## src/rtl/pdm_pkg.sv

```systemverilog
// Shared width helpers and mic/side to channel mapping for the PDM CIC receiver.
package pdm_pkg;

    localparam int SIDES      = 2;
    localparam int SIDE_LEFT  = 0;
    localparam int SIDE_RIGHT = 1;

    // Bit growth of an ORDER-stage CIC decimating by DECIM, plus the sign bit.
    function automatic int cic_width(input int order, input int decim);
        return order * $clog2(decim) + 1;
    endfunction

    function automatic int chan_idx_width(input int chans);
        return (chans > 2) ? $clog2(chans) : 1;
    endfunction

    function automatic int chan_of(input int mic, input int side);
        return SIDES * mic + side;
    endfunction

endpackage

```

## src/rtl/pdm_cic_chan.sv

```systemverilog
// One PDM channel: ORDER cascaded integrators at the bit rate, ORDER combs at the
// decimated rate. All arithmetic wraps modulo 2^W by design.
module pdm_cic_chan
    import pdm_pkg::*;
#(
    parameter  int DECIM = 32,
    parameter  int ORDER = 3,
    localparam int W     = cic_width(ORDER, DECIM)
) (
    input  logic                clk,
    input  logic                rst,
    input  logic                strobe,
    input  logic                dec_strobe,
    input  logic                bit_in,
    output logic signed [W-1:0] sample_out
);

    localparam logic signed [W-1:0] POS_ONE = W'(1);
    localparam logic signed [W-1:0] NEG_ONE = '1;

    logic signed [W-1:0] integ_q [ORDER];
    logic signed [W-1:0] integ_d [ORDER];
    logic signed [W-1:0] dly_q   [ORDER];
    logic signed [W-1:0] dly_d   [ORDER];
    logic signed [W-1:0] acc;
    logic signed [W-1:0] diff;

    always_comb begin
        integ_d = integ_q;
        dly_d   = dly_q;
        acc     = bit_in ? POS_ONE : NEG_ONE;
        // Each integrator adds the freshly updated value of the stage before it.
        for (int k = 0; k < ORDER; k++) begin
            acc = integ_q[k] + acc;
            if (strobe) integ_d[k] = acc;
        end
        diff = integ_q[ORDER-1];
        for (int k = 0; k < ORDER; k++) begin
            if (dec_strobe) dly_d[k] = diff;
            diff = diff - dly_q[k];
        end
        sample_out = diff;
    end

    always_ff @(posedge clk) begin
        if (rst) begin
            for (int k = 0; k < ORDER; k++) begin
                integ_q[k] <= '0;
                dly_q[k]   <= '0;
            end
        end else begin
            integ_q <= integ_d;
            dly_q   <= dly_d;
        end
    end

endmodule

```

## src/rtl/pdm_cic_array.sv

```systemverilog
// Multi-mic PDM front end: bit clock generation, L/R capture, per-channel CIC
// decimation and a valid/ready serializer that emits one channel per beat.
module pdm_cic_array
    import pdm_pkg::*;
#(
    parameter  int CLK_DIV  = 4,
    parameter  int NUM_MICS = 2,
    parameter  int DECIM    = 32,
    parameter  int ORDER    = 3,
    localparam int W        = cic_width(ORDER, DECIM),
    localparam int C        = SIDES * NUM_MICS,
    localparam int CW       = chan_idx_width(C)
) (
    input  logic                clk,
    input  logic                rst,
    input  logic                en,
    input  logic [NUM_MICS-1:0] pdm_data,
    output logic                pdm_clk,
    output logic                out_valid,
    input  logic                out_ready,
    output logic signed [W-1:0] out_data,
    output logic [CW-1:0]       out_chan,
    output logic                out_last,
    output logic                overrun
);

    localparam int DIV_W  = $clog2(CLK_DIV);
    localparam int DEC_W  = $clog2(DECIM);
    localparam int WARM_W = $clog2(ORDER + 1);
    localparam logic [DIV_W-1:0]  DIV_LAST  = DIV_W'(CLK_DIV - 1);
    localparam logic [DEC_W-1:0]  DEC_LAST  = DEC_W'(DECIM - 1);
    localparam logic [WARM_W-1:0] WARM_DONE = WARM_W'(ORDER);
    localparam logic [CW-1:0]     CHAN_LAST = CW'(C - 1);

    logic                clr;
    logic                strobe;
    logic                left_cap;
    logic                accept;
    logic                last_beat;
    logic [C-1:0]        chan_bits;
    logic signed [W-1:0] samples [C];

    logic [DIV_W-1:0]    div_cnt_q, div_cnt_d;
    logic                phase_q, phase_d;
    logic [NUM_MICS-1:0] left_q, left_d;
    logic [DEC_W-1:0]    dec_cnt_q, dec_cnt_d;
    logic                dec_q, dec_d;
    logic [WARM_W-1:0]   warm_q, warm_d;
    logic                valid_q, valid_d;
    logic [CW-1:0]       chan_q, chan_d;
    logic                ovr_q, ovr_d;
    logic signed [W-1:0] frame_q [C];
    logic signed [W-1:0] frame_d [C];

    assign clr      = rst | ~en;
    assign strobe   = ~phase_q & (div_cnt_q == DIV_LAST);
    assign left_cap =  phase_q & (div_cnt_q == DIV_LAST);

    // Left bits come from the previous high phase; right bits are taken live on the strobe cycle.
    for (genvar m = 0; m < NUM_MICS; m++) begin : g_map
        assign chan_bits[chan_of(m, SIDE_LEFT)]  = left_q[m];
        assign chan_bits[chan_of(m, SIDE_RIGHT)] = pdm_data[m];
    end

    for (genvar ch = 0; ch < C; ch++) begin : g_chan
        pdm_cic_chan #(
            .DECIM (DECIM),
            .ORDER (ORDER)
        ) u_chan (
            .clk        (clk),
            .rst        (clr),
            .strobe     (strobe),
            .dec_strobe (dec_q),
            .bit_in     (chan_bits[ch]),
            .sample_out (samples[ch])
        );
    end

    always_comb begin
        div_cnt_d = div_cnt_q + 1'b1;
        phase_d   = phase_q;
        left_d    = left_q;
        dec_cnt_d = dec_cnt_q;
        dec_d     = 1'b0;
        warm_d    = warm_q;
        valid_d   = valid_q;
        chan_d    = chan_q;
        ovr_d     = ovr_q;
        frame_d   = frame_q;
        last_beat = valid_q & (chan_q == CHAN_LAST);
        accept    = valid_q & out_ready;

        if (div_cnt_q == DIV_LAST) begin
            div_cnt_d = '0;
            phase_d   = ~phase_q;
        end
        if (left_cap) left_d = pdm_data;
        if (strobe) begin
            dec_d     = (dec_cnt_q == DEC_LAST);
            dec_cnt_d = (dec_cnt_q == DEC_LAST) ? '0 : dec_cnt_q + 1'b1;
        end

        if (accept) begin
            if (last_beat) begin
                valid_d = 1'b0;
                chan_d  = '0;
            end else begin
                chan_d = chan_q + 1'b1;
            end
        end

        // A final beat accepted on the load cycle frees the buffer for the new frame.
        if (dec_q) begin
            if (warm_q != WARM_DONE) begin
                warm_d = warm_q + 1'b1;
            end else if (!valid_q || (accept && last_beat)) begin
                frame_d = samples;
                valid_d = 1'b1;
                chan_d  = '0;
            end else begin
                ovr_d = 1'b1;
            end
        end
    end

    always_ff @(posedge clk) begin
        if (clr) begin
            div_cnt_q <= '0;
            phase_q   <= 1'b0;
            left_q    <= '0;
            dec_cnt_q <= '0;
            dec_q     <= 1'b0;
            warm_q    <= '0;
            valid_q   <= 1'b0;
            chan_q    <= '0;
            ovr_q     <= 1'b0;
            for (int ch = 0; ch < C; ch++) frame_q[ch] <= '0;
        end else begin
            div_cnt_q <= div_cnt_d;
            phase_q   <= phase_d;
            left_q    <= left_d;
            dec_cnt_q <= dec_cnt_d;
            dec_q     <= dec_d;
            warm_q    <= warm_d;
            valid_q   <= valid_d;
            chan_q    <= chan_d;
            ovr_q     <= ovr_d;
            frame_q   <= frame_d;
        end
    end

    assign pdm_clk   = phase_q;
    assign out_valid = valid_q;
    assign out_chan  = chan_q;
    assign out_data  = frame_q[chan_q];
    assign out_last  = last_beat;
    assign overrun   = ovr_q;

endmodule

```

## config.mk

```make
export PLATFORM = sky130hd
export DESIGN_NAME = pdm_cic_array
export DESIGN_NICKNAME = d
export VERILOG_FILES = /design/src/rtl/pdm_pkg.sv /design/src/rtl/pdm_cic_chan.sv /design/src/rtl/pdm_cic_array.sv
export SDC_FILE = /design/constraint.sdc
export NUM_CORES = 1
export LEC_CHECK = 0
export CAP_MARGIN = 15
export CORE_ASPECT_RATIO = 2
export CORE_MARGIN = 8
export CORE_UTILIZATION = 30
export CTS_CLUSTER_DIAMETER = 200
export DETAILED_ROUTE_END_ITERATION = 8
export PLACE_DENSITY = 0.47
export SYNTH_ARGS = -nofsm -noshare
export SYNTH_HDL_FRONTEND = slang
export SYNTH_SLANG_ARGS = --single-unit
```

## constraint.sdc

```tcl
create_clock -name clk -period 17.84 [get_ports clk]
set_input_delay 3.568 -clock clk [delete_from_list [all_inputs] [get_ports clk]]
set_output_delay 3.568 -clock clk [all_outputs]
set_load 0.1 [all_outputs]
```

======== Yosys cells after proc, flatten, opt, wreduce, memory -nomap -nowiden ========
Index checks and enable logic that the tools add are counted.
storage, ports and cells
  bits in registers ....................... 465
  bits of input ports ..................... 6
  output and inout port bits .............. 22
  word-level logic and storage cells ...... 107
cells by class
  add/subtract/negate cells ............... 28
  order comparisons ....................... 1
  equality and inequality tests ........... 4
  multiplexer cells ....................... 18
  bitwise logic cells ..................... 11
  reduce and logical (&&, ||, !) cells .... 8
operators with widths
  operator               count
  $add A16 B16 Y16       12
  $sub A16 B16 Y16       12
  $mux W16               6
  $bmux W16 S2           1
  $mux W2                5
  $add A2 B1 Y2 const B  3
  $reduce_and A3 Y1      2
  $add A5 B1 Y5 const B  1
  $eq A5 B5 Y1 const B   1
  $mux W1                5
  $mux W5                1
  $not A1 Y1             5
  $and A1 B1 Y1          4
  $eq A2 B2 Y1 const B   2
  $reduce_or A2 Y1       2
  $ge A3 B3 Y1 const B   1
  $not A2 Y3             1
  $ne A2 B2 Y1 const B   1
  $reduce_and A2 Y1      1
  $logic_and A1 B1 Y1    1
  $logic_not A1 Y1       1
  $logic_or A1 B1 Y1     1
  $or A1 B1 Y1           1

======== Logic depth before layout (Yosys ltp) ========
Gate-level depths: netlist of run 1.
  word-level depth ........................ 7
  gate-level depth with buffers ........... 28
  mapped depth without buffers ............ 28

======== By module ========
From an unflattened synthesis of run 1, not the netlist that was laid out.
unflattened totals
  cell total of the unflattened synthesis .. 4020
  area total of the unflattened synthesis .. 33589.7 um2
by module, submodules not included
  module                            times used  cells each  area an instance (um2)  sequential area each (um2)
  pdm_cic_chan at g_chan[3].u_chan  1           924         7613.6                  1921.8
  pdm_cic_chan at g_chan[2].u_chan  1           922         7596.0                  1921.8
  pdm_cic_chan at g_chan[1].u_chan  1           913         7562.3                  1921.8
  pdm_cic_chan at g_chan[0].u_chan  1           870         7330.8                  1921.8
  pdm_cic_array                     1           391         3487.1                  1621.6

======== Worst setup path after synthesis of run 1 ========
Ideal clock, no wire load.
  kind .................................... input -> register
  from .................................... input pdm_data[1]
  to ...................................... register g_chan[3].u_chan.integ_q[15] in the netlist's numbering
  setup time .............................. 0.116 ns
  arrival time ............................ 8.101 ns
  required time ........................... 17.724 ns
  path slack .............................. 9.623 ns
  stages .................................. 24
  buffers on the path ..................... 0
  cell sequence ........................... inv_1 -> fa_1 -> a21o_1 -> a21oi_1 -> o21bai_1 -> a21oi_1 -> nor2b_1 -> or2_2 -> a21oi_1 -> xnor2_1 -> ha_1 -> a222oi_1 -> nand3_1 -> a21oi_1 -> nor2_1 -> xor2_1 -> ha_1 -> nand3_1 -> nand2_1 -> a41o_1 -> o41ai_1 -> xnor2_1 -> a21oi_1 -> a31o_2
on the way
  cells in the longest elaborated chain, start to end .. 4
RTL lines
  what                           RTL line             text
  from (decl)                    pdm_cic_array.sv:17  input logic [NUM_MICS-1:0] pdm_data,
  $mux W16                       pdm_cic_chan.sv:31   acc = bit_in ? POS_ONE : NEG_ONE;
  $add A16 B16 Y16 (3 in a row)  pdm_cic_chan.sv:34   acc = integ_q[k] + acc;
  to (signal assigned)           pdm_cic_chan.sv:52   integ_q <= integ_d;
  to (decl)                      pdm_cic_chan.sv:21   logic signed [W-1:0] integ_q [ORDER];
No other way between the ends.
A chain may end at the register's enable or synchronous reset.

======== Worst setup path in the final report of run 1 ========
  from .................................... input pdm_data[0]
  to ...................................... register g_chan[1].u_chan.integ_q[15] in the netlist's numbering
on the way
  cells in the longest elaborated chain, start to end .. 4
RTL lines
  what                           RTL line
  $mux W16                       pdm_cic_chan.sv:31
  $add A16 B16 Y16 (3 in a row)  pdm_cic_chan.sv:34
  to (signal assigned)           pdm_cic_chan.sv:52
  to (decl)                      pdm_cic_chan.sv:21
No other way between the ends.

==> results of run 1 <==
flip-flops by register name, indices dropped and copies added (netlist names), 2 cells and up:
name                   flops
g_chan.u_chan.integ_q    192
dec_cnt_q                  5
div_cnt_q                  2
warm_q                     2
g_chan.u_chan.dly_q      192
left_q                     2
out_chan                   2
frame_q                   64
how the worst min path moves through the flow:
stage	endpoint	slack (ns)	start	cells past startpoint
2_1_floorplan	div_cnt_q[0]	0.40	div_cnt_q[0]	1
3_3_place_gp	div_cnt_q[0]	0.42	div_cnt_q[0]	1
3_5_place_dp	div_cnt_q[0]	0.42	div_cnt_q[0]	1
4_1_cts	div_cnt_q[0]	0.43	div_cnt_q[0]	1
5_1_grt	div_cnt_q[0]	0.47	div_cnt_q[0]	1
6_report	div_cnt_q[0]	0.43	div_cnt_q[0]	1
routing by layer:
layer	global-route usage, %	routed length [µm]
met3	1.40	1570
met5	0	0
met1	13.7	32600
met2	30.6	51200
met4	4.93	2810
cells in the final DEF, fill, tap and decap left out, types with 9 or more instances in the layout:
| cell | Yosys | routed |
|---|---|---|
| nor3_1 | 87 | 87 |
| clkbuf_16 | 0 | 51 |
| clkbuf_8 | 0 | 11 |
| buf_4 | 0 | 17 |
| nor2b_1 | 53 | 51 |
| nand2_1 | 474 | 474 |
| o211ai_1 | 14 | 14 |
| o21a_1 | 60 | 60 |
| clkdlybuf4s50_1 | 0 | 27 |
| and2_1 | 13 | 13 |
| xor2_1 | 66 | 66 |
| nand3_1 | 84 | 83 |
| fa_1 | 24 | 24 |
| a211oi_1 | 57 | 57 |
| a21oi_1 | 409 | 409 |
| nor2_1 | 386 | 383 |
| o21ai_0 | 162 | 162 |
| o31ai_1 | 11 | 11 |
| nand2b_1 | 38 | 36 |
| o21bai_1 | 33 | 33 |
| inv_1 | 293 | 292 |
| nand4_1 | 19 | 19 |
| mux2i_1 | 169 | 169 |
| dfxtp_1 | 465 | 464 |
| or2_2 | 11 | 11 |
| or3_1 | 36 | 36 |
| a21o_1 | 68 | 68 |
| nand3b_1 | 11 | 11 |
| a31oi_1 | 27 | 27 |
| clkbuf_1 | 125 | 10 |
| clkinv_2 | 0 | 10 |
| mux4_2 | 16 | 16 |
| o41ai_1 | 9 | 9 |
| ha_1 | 369 | 369 |
| o21ai_1 | 12 | 12 |
| xnor2_1 | 236 | 236 |
| and3_1 | 21 | 21 |
| a21boi_0 | 15 | 15 |
critical path: cells and delay by family:
kind,cells,cell delay (ns)
buffers and inverters,2,1.02
XOR/XNOR,2,0.28
adder cells (fa/ha/maj),3,1.23
AO/OA/AOI/OAI,12,2.23
AND/OR/NAND/NOR,9,1.11
Yosys cell counts (9+ instances only):
library cell	count	area share [%]
o21ai_1	12	0.18
o21bai_1	33	0.76
a211oi_1	57	1.3
fa_1	24	1.5
nand4_1	19	0.36
nor2_1	386	4.4
and3_1	21	0.40
dfxtp_1	465	28
a21boi_0	15	0.34
nand3b_1	11	0.25
mux4_2	16	1.1
o41ai_1	9	0.24
nor2b_1	53	1.0
or3_1	36	0.69
o21ai_0	162	2.5
ha_1	369	14
nor3_1	87	1.3
a31oi_1	27	0.52
inv_1	293	3.4
a21oi_1	409	6.2
nand2b_1	38	0.73
a21o_1	68	1.6
xnor2_1	236	6.3
and2_1	13	0.25
or2_2	11	0.21
nand3_1	84	1.3
xor2_1	66	1.8
clkbuf_1	125	1.4
o31ai_1	11	0.25
o21a_1	60	1.4
o211ai_1	14	0.32
mux2i_1	169	5.2
buf_1	16	0.18
nand2_1	474	5.4
kinds of logic (layout without fill, tap and decap cells):
| family | Yosys count | in the layout |
|---|---|---|
| other | 0 | 1 |
| flip-flops | 465 | 465 |
| AO/OA/AOI/OAI | 973 | 973 |
| XOR/XNOR | 308 | 308 |
| buffers and inverters | 434 | 431 |
| AND/OR/NAND/NOR | 1287 | 1287 |
| adder cells (fa/ha/maj) | 393 | 393 |
| multiplexers | 187 | 187 |
final cells by class:
class,count,area share [%]
multi-input combinational,3148,60.5
sequential,465,25.7
tap,1384,4.79
clock buffer,72,4.05
inverter,293,3.04
timing repair buffer,46,1.21
clock inverter,20,0.633
antenna,1,0.00692
metrics by stage:
stage                     total power [µW]  util [%]  cells
after floorplan                       1380         -   4047
after global placement                1490      31.8   5336
after detailed placement              1490      31.8   5336
after CTS                             2630      33.3   5428
after global routing                  2690      33.3   5429
final                                 2570      33.3   5429
power by group through the flow:
stage | Sequential [µW] | Combinational (µW) | Clock, µW
floorplan | 1060 | 311 | 0
global placement | 1060 | 421 | 0
detailed placement | 1060 | 422 | 0
CTS | 1040 | 424 | 1160
global route | 1040 | 458 | 1190
finish | 1040 | 416 | 1110
==> reports/qor.csv, run 1 <==
metric,value,unit
status,completed,
core,108000,µm²
initial_core_util,30.2,%
pre_cts_slack,8.15,ns
vias_per_cell,5.02,
fp.dieArea,121000,µm²
reg2reg_setup_slack,11.57,ns
end_kind,flip-flop,
start_kind,input pin,
pwr-share-comb,16.2,%
synthesis.nets,4446,
irDropWorstVdd,65.0,µV
synth_warnings,0,
fin_tns_setup,0,ns
holdWs,0.429,ns
slew_headroom,27.9,%
clock_latency,0.63,ns
switching_share,28.4,%
startpoint,pdm_data[0],
fmax,0.112,GHz
cp-endpoint,g_chan[1].u_chan.integ_q[15],
antenna_found_initial,1,
critPathKind,input pin to flip-flop,
final_nets,4403,
grt_pass1_vias,27643,
r2r_end,g_chan[2].u_chan.integ_q[15],
drc,0,
synth.area.mux_share,6.33,%
fin_crit,8.90,ns
synthSimpleGateAreaFrac,17.8,%
post-route-cell-area,36200,µm²
crit_required,18.39,ns
fillCellCount,11466,
gp_congestion,0.779,
postCtsSetupRepairBufs,0,
cts_buffer_depth,3,
synthCells,4047,
synthAdderAreaFrac,15.6,%
dp_hpwl,65300,µm
p_int,1840,µW
cts_buffers,50,
fin_crit_sh,49.9,%
drv_slew,0,
r2r_start,left_q[1],
grt_max_degree,178,
ctsRootBufferMaster,clkbuf_16,
grt.total_usage,14.3,%
fp.dieH,483,µm
cts.sinks,465,
multi_input_area,21900,µm²
grt_overflow,0,
hold_class,flip-flop to flip-flop,
synth_xor_area_share,8.43,%
htreeDepth,2,
drt-initial-drc-count,853,
crit_fanout,15,
cpMostUsedCell,o21a_1,
hold_viol_final,0,
syn_to_final_growth,10.4,%
maxCapViolations,0,
final_layout_size_suffix_gt1_share,4.48,%
ys_ff_latch,465,
ys_seq_area_share,28.4,%
synthFlopType,dfxtp_1,
layout_setup_ws,8.94,ns
synth_edf_count,0,
wire_per_inst,16.2,µm
yosysUniqueCellTypes,96,
tightest_slew,1.08,ns
synth_top_family_by_area,compound AO/OA/AOI/OAI gates,
ys_async_sr_fraction,0,%
clkSlewWorstSetupHoldPaths,0.06,ns
netlist_area,32800,µm²
drt_wl_total,88200,µm
cts_hold_buf,0,
leakage,0.0134,µW
dr.pass1.iters,5,
worstPathArrival,9.45,ns
vias,27228,
port_buffers,27,
p_per_area,71.0,nW/µm²
p_seq_share,40.6,%
rsz0062_at_grt,false,
setup_viol,0,
critPathSlowestCell,clkdlybuf4s50_1,
synth.avg_cell_area,8.10,µm²
top_level_ports,28,
tritoncts,done,
die_x,250,µm
seq_area,9310,µm²
synth_compound_area_share,18.5,%
place_area,34500,µm²
cts_resized,0,
reg2reg_depth,25,
slowest_delay,0.66,ns
grt_pass1_wl,143000,µm
p_switching,729,µW
drtAntennaViolNets,0,
p_clk_share,43.2,%
placementRows,171,
fin_skew,0.0236,ns
Note: power is estimated with default switching activity, not from simulation.
==> inputs of run 2 (changes only) <==
--- a/config.mk
+++ b/config.mk
@@ -11,7 +11,7 @@
 export CORE_UTILIZATION = 30
 export CTS_CLUSTER_DIAMETER = 200
 export DETAILED_ROUTE_END_ITERATION = 8
-export PLACE_DENSITY = 0.47
+export PLACE_DENSITY = 0.48
 export SYNTH_ARGS = -nofsm -noshare
 export SYNTH_HDL_FRONTEND = slang
 export SYNTH_SLANG_ARGS = --single-unit
==> constraint.sdc (replaced) <==
create_clock -name clk -period 7.3 [get_ports clk]
set_input_delay 1.46 -clock clk [delete_from_list [all_inputs] [get_ports clk]]
set_output_delay 1.46 -clock clk [all_outputs]
set_load 0.1 [all_outputs]
==> reports/qor.csv, run 2 (synthesis results as in run 1) <==
metric,value,unit,change
critPathSlowestCell,clkdlybuf4s50_1,,
seq_area,9310,µm²,unchanged
irDropWorstVdd,136,µV,+110%
final_common_cell,nand2_1,,
post-route-cell-area,36300,µm²,+0.24%
drc,0,,unchanged
multi_input_area,21900,µm²,unchanged
dr_wl_met2,50800,µm,-0.69%
cts_hold_buf,0,,unchanged
final_nets,4408,,+0.11%
fillCellCount,11338,,-1.1%
worstHoldPathCells,1,,unchanged
r2r_end,frame_q[47],,
cts_resized,0,,unchanged
dp_hpwl,65100,µm,-0.27%
critPathKind,input pin to flip-flop,,
wl_met1,32500,µm,-0.35%
min_to,div_cnt_q[0],,
vias_per_cell,4.99,,-0.58%
fin_crit,6.42,ns,
reg2reg_setup_slack,1.18,ns,-10.39 ns
place_area,34500,µm²,+0.15%
core,108000,µm²,unchanged
crit_fanout,17,,+2
leakage,0.0134,µW,+0.29%
drt-initial-drc-count,859,,+0.70%
r2r_start,g_chan[1].u_chan.integ_q[0],,
cts.sinks,465,,unchanged
ctsRootBufferMaster,clkbuf_16,,
clock_latency,0.63,ns,about the same
gp_congestion,0.786,,+0.87%
fin_crit_sh,87.9,%,
fp.dieH,483,µm,unchanged
fin_util,33.4,%,+0.078 points
grt_pass1_wl,141000,µm,-1.5%
die_x,250,µm,unchanged
port_buffers,27,,unchanged
tritoncts,done,,
reg2reg_depth,28,,+12%
dr.pass1.iters,5,,unchanged
slowest_delay,0.55,ns,-0.11 ns
antenna_found_initial,1,,unchanged
drt_wl_total,87500,µm,-0.77%
vias,27086,,-0.52%
start_kind,input pin,,
cpMostUsedCell,a21oi_1,,
slew_headroom,28.3,%,+0.44 points
grt.total_usage,14.1,%,-0.23 points
status,completed,,
syn_to_final_growth,10.6,%,
tightest_slew,1.07,ns,-0.00663 ns
hold_viol_final,0,,unchanged
p_per_area,174,nW/µm²,+150%
htreeDepth,2,,unchanged
setup_viol,0,,unchanged
initial_core_util,30.2,%,unchanged
wl_met3,1700,µm,+8.6%
fmax,0.156,GHz,
final_layout_size_suffix_gt1_share,4.45,%,-0.028 points
fin_tns_setup,0,ns,unchanged
crit_required,7.81,ns,-10.58 ns
maxCapViolations,0,,unchanged
drv_slew,0,,unchanged
postCtsSetupRepairBufs,0,,unchanged
final_cell_mix,"474 x nand2_1, 464 x dfxtp_1, 409 x a21oi_1, 383 x nor2_1, 369 x ha_1",,
grt_max_degree,186,,+4.5%
top_regs,"g_chan.u_chan.dly_q x192, g_chan.u_chan.integ_q x192, frame_q x64",,
fp.dieArea,121000,µm²,unchanged
highest_layer,met4,,
fin_skew,0.0270,ns,+0.00341 ns
rsz0062_at_grt,false,,
placementRows,171,,unchanged
grt_overflow,0,,unchanged
grt_pass1_vias,26950,,-2.5%
clkSlewWorstSetupHoldPaths,0.06,ns,about the same
hold_class,flip-flop to flip-flop,,
cts_buffer_depth,3,,unchanged
wire_per_inst,16.1,µm,-0.82%
worstHoldStart,div_cnt_q[0],,
worstPathArrival,6.92,ns,-2.53 ns
drtAntennaViolNets,0,,unchanged
top_level_ports,28,,unchanged
cts_buffers,50,,unchanged
end_kind,flip-flop,,
[run 2: changes by cell type in the layout (fill, tap and decap cells not counted), moves of 3 or more]
| cell | change |
|---|---|
| clkbuf_1 | +4 |
| buf_4 | +4 |
| clkbuf_8 | -3 |
| bufinv_16 | +3 |
| clkinv_2 | -4 |
[run 2: where the power goes]
part           switching (µW)  internal, µW
combinational             595           414
sequential               4.27          2540
clock                    1150          1620
total                    1750          4570
[run 2: stage by stage]
step | hold slack, ns | power, µW | setup WS [ns] | std cells
global placement | 0.419 | 3630 | 0.249 | 5341
finish | 0.425 | 6320 | 0.885 | 5432
floorplan | 0.404 | 3360 | 1.19 | 4047
detailed placement | 0.417 | 3630 | 0.216 | 5341
CTS | 0.427 | 6460 | 0.887 | 5431
global route | 0.448 | 6620 | 0.440 | 5432
[run 2: area by class of cell]
class	instances	area share, %
multi-input combinational	3148	60.4
sequential	465	25.7
tap	1384	4.78
clock buffer	73	3.97
inverter	293	3.03
timing repair buffer	51	1.35
clock inverter	17	0.801
antenna	1	0.00690
[run 2: worst max-delay path: cells and delay by family]
family          cells  cell delay [ns]
simple gates        3             0.66
compound gates     13             2.54
fa+ha+maj           3             0.84
buf+inv             4             0.95
xor+xnor            3             0.48
[run 2: layer usage]
layer | track usage [%] | up-vias
li1 | - | 13977
met1 | 13.8 | 12759
met2 | 29.7 | 214
met3 | 1.55 | 136
met4 | 4.44 | 0
met5 | 0 | -
[run 2: worst max-delay path by stage]
stage | start | endpoint | slack, ns | cells past startpoint
floorplan | pdm_data[1] | g_chan[3].u_chan.integ_q[15] | 1.19 | 24
detailed placement | pdm_data[0] | g_chan[1].u_chan.integ_q[15] | 0.22 | 25
CTS | pdm_data[0] | g_chan[1].u_chan.integ_q[15] | 0.89 | 25
global placement | pdm_data[0] | g_chan[1].u_chan.integ_q[15] | 0.25 | 25
global route | pdm_data[1] | g_chan[3].u_chan.integ_q[15] | 0.44 | 25
finish | pdm_data[1] | g_chan[3].u_chan.integ_q[15] | 0.88 | 26
==> inputs of run 3 (changes only) <==
--- a/config.mk
+++ b/config.mk
@@ -5,13 +5,13 @@
 export SDC_FILE = /design/constraint.sdc
 export NUM_CORES = 1
 export LEC_CHECK = 0
-export CAP_MARGIN = 15
+export CAP_MARGIN = 30
 export CORE_ASPECT_RATIO = 2
 export CORE_MARGIN = 8
-export CORE_UTILIZATION = 30
+export CORE_UTILIZATION = 45
 export CTS_CLUSTER_DIAMETER = 200
 export DETAILED_ROUTE_END_ITERATION = 8
-export PLACE_DENSITY = 0.48
+export PLACE_DENSITY = 0.65
 export SYNTH_ARGS = -nofsm -noshare
 export SYNTH_HDL_FRONTEND = slang
 export SYNTH_SLANG_ARGS = --single-unit
==> reports/qor.csv, run 3 (synthesis results as in run 1) <==
metric,value,unit,change
ctsRootBufferMaster,clkbuf_16,,
crit_required,7.83,ns,+0.02 ns
leakage,0.0134,µW,-0.28%
rsz0062_at_grt,false,,
maxCapViolations,0,,unchanged
min_to,div_cnt_q[0],,
fin_skew,0.0172,ns,-0.00985 ns
initial_core_util,45.2,%,+15 points
top_level_ports,28,,unchanged
irDropWorstVdd,169,µV,+25%
crit_buf_inv,2,,-2
fp.dieH,398,µm,-18%
cts_hold_buf,0,,unchanged
r2r_end,g_chan[0].u_chan.integ_q[15],,
gp_congestion,0.852,,+8.3%
drt-initial-drc-count,960,,+12%
reg2reg_depth,24,,-14%
htreeDepth,2,,unchanged
final_layout_size_suffix_gt1_share,4.48,%,+0.030 points
place_area,34000,µm²,-1.6%
tritoncts,done,,
port_buffers,27,,unchanged
drc,0,,unchanged
final_cell_mix,"474 x nand2_1, 464 x dfxtp_1, 409 x a21oi_1, 384 x nor2_1, 369 x ha_1",,
hold_viol_final,0,,unchanged
cts_buffer_depth,3,,unchanged
fmax,0.156,GHz,about the same
worstHoldStart,div_cnt_q[0],,
grt.total_usage,18.9,%,+4.8 points
crit_family,compound AO/OA/AOI/OAI gates,,
pre_cts_slack,0.248,ns,+0.0323 ns
hold_class,flip-flop to flip-flop,,
worstHoldPathCells,1,,unchanged
final_nets,4405,,-0.068%
clock_latency,0.62,ns,about the same
placementRows,140,,-18%
top_regs,"g_chan.u_chan.dly_q x192, g_chan.u_chan.integ_q x192, frame_q x64",,
tightest_slew,1.00,ns,-0.0708 ns
critical_path_depth,25,,-3.8%
cts.sinks,465,,unchanged
fp.dieArea,82200,µm²,-32%
r2r_start,left_q[0],,
end_kind,flip-flop,,
die_x,207,µm,-17%
p_per_area,171,nW/µm²,-1.8%
critPathKind,input pin to flip-flop,,
fin_crit_sh,88.0,%,about the same
critPathSlowestCell,clkdlybuf4s50_1,,
final_common_cell,nand2_1,,
wire_per_inst,15.7,µm,-2.3%
fin_tns_setup,0,ns,unchanged
syn_to_final_growth,8.58,%,
cts_resized,0,,unchanged
clkSlewWorstSetupHoldPaths,0.06,ns,about the same
cts_buffers,48,,-4.0%
grt_overflow,0,,unchanged
fin_util,49.1,%,+16 points
status,completed,,
setup_viol,0,,unchanged
crit_fanout,4,,-13
drv_slew,0,,unchanged
grt_max_degree,161,,-13%
slowest_delay,0.60,ns,+0.05 ns
drtAntennaViolNets,0,,unchanged
grt_pass1_wl,129000,µm,-8.7%
dr.pass1.iters,5,,unchanged
fin_crit,6.42,ns,+0.00525 ns
start_kind,input pin,,
slew_headroom,32.9,%,+4.6 points
core,72500,µm²,-33%
layout_setup_ws,0.880,ns,-0.00525 ns
post-route-cell-area,35600,µm²,-1.8%
dp_hpwl,57700,µm,-11%
vias_per_cell,5.49,,+10%
vias,27269,,+0.68%
worstPathArrival,6.95,ns,+0.03 ns
reg2reg_setup_slack,1.32,ns,+0.14 ns
drt_wl_total,78200,µm,-11%
grt_pass1_vias,26960,,+0.037%
postCtsSetupRepairBufs,0,,unchanged
antenna_found_initial,2,,+1
## run 3: cell types whose count changed in the layout (fill, tap and decap cells not counted), sizes merged
cell | before | now
bufinv | 7 | 3
clkinv | 9 | 13
clkinvlp | 0 | 2
clkbuf | 73 | 67
buf | 24 | 23
## run 3: how the worst max path moves through the flow
stage                                   end        start
6_report       g_chan[1].u_chan.integ_q[15]  pdm_data[0]
5_1_grt        g_chan[1].u_chan.integ_q[15]  pdm_data[0]
4_1_cts        g_chan[1].u_chan.integ_q[15]  pdm_data[0]
3_5_place_dp   g_chan[1].u_chan.integ_q[15]  pdm_data[0]
3_3_place_gp   g_chan[1].u_chan.integ_q[15]  pdm_data[0]
2_1_floorplan  g_chan[3].u_chan.integ_q[15]  pdm_data[1]
## run 3: worst register-to-register path, stage by stage, from the launching register on
cell      delay (ns)
dfxtp_1         0.47
inv_1           0.34
fa_1            0.50
a21o_1          0.19
a21oi_1         0.21
o21bai_1        0.09
a21oi_1         0.23
o21bai_1        0.12
a21oi_1         0.23
nor2b_1         0.07
o21ai_0         0.34
nand2_1         0.12
xor2_1          0.18
ha_1            0.34
a21oi_1         0.17
o211ai_2        0.12
and2_2          0.24
nor2_1          0.17
ha_1            0.30
nand3_1         0.10
nand2_1         0.05
a41o_1          0.23
o41ai_1         0.52
or4b_1          0.50
nand4_1         0.10
## run 3: final cells by class
class | count | area, µm²
sequential | 465 | 9310
clock buffer | 67 | 1420
fill | 7188 | 36900
timing repair buffer | 50 | 520
multi-input combinational | 3148 | 21900
antenna | 1 | 2.50
inverter | 293 | 1100
clock inverter | 19 | 194
tap | 923 | 1150
## run 3: stage by stage
| stage | power [µW] | cells | hold WS (ns) |
|---|---|---|---|
| CTS | 6190 | 4965 | 0.433 |
| detailed placement | 3590 | 4879 | 0.424 |
| finish | 6090 | 4966 | 0.426 |
| floorplan | 3360 | 4047 | 0.404 |
| global route | 6370 | 4966 | 0.449 |
| global placement | 3580 | 4877 | 0.413 |
## run 3: routing by layer
metal | GRT usage (%) | routed length, µm | vias to the layer above
met3 | 2.04 | 1650 | 178
met5 | 0 | 0 | -
met2 | 38.7 | 44500 | 282
met1 | 18.1 | 28700 | 12803
li1 | - | - | 14006
met4 | 8.53 | 3350 | 0
## run 3: report_power, final
group          internal, µW  switching, µW  total [µW]
Clock                  1460           1110        2570
Combinational           412            568         981
Sequential             2540           4.19        2540
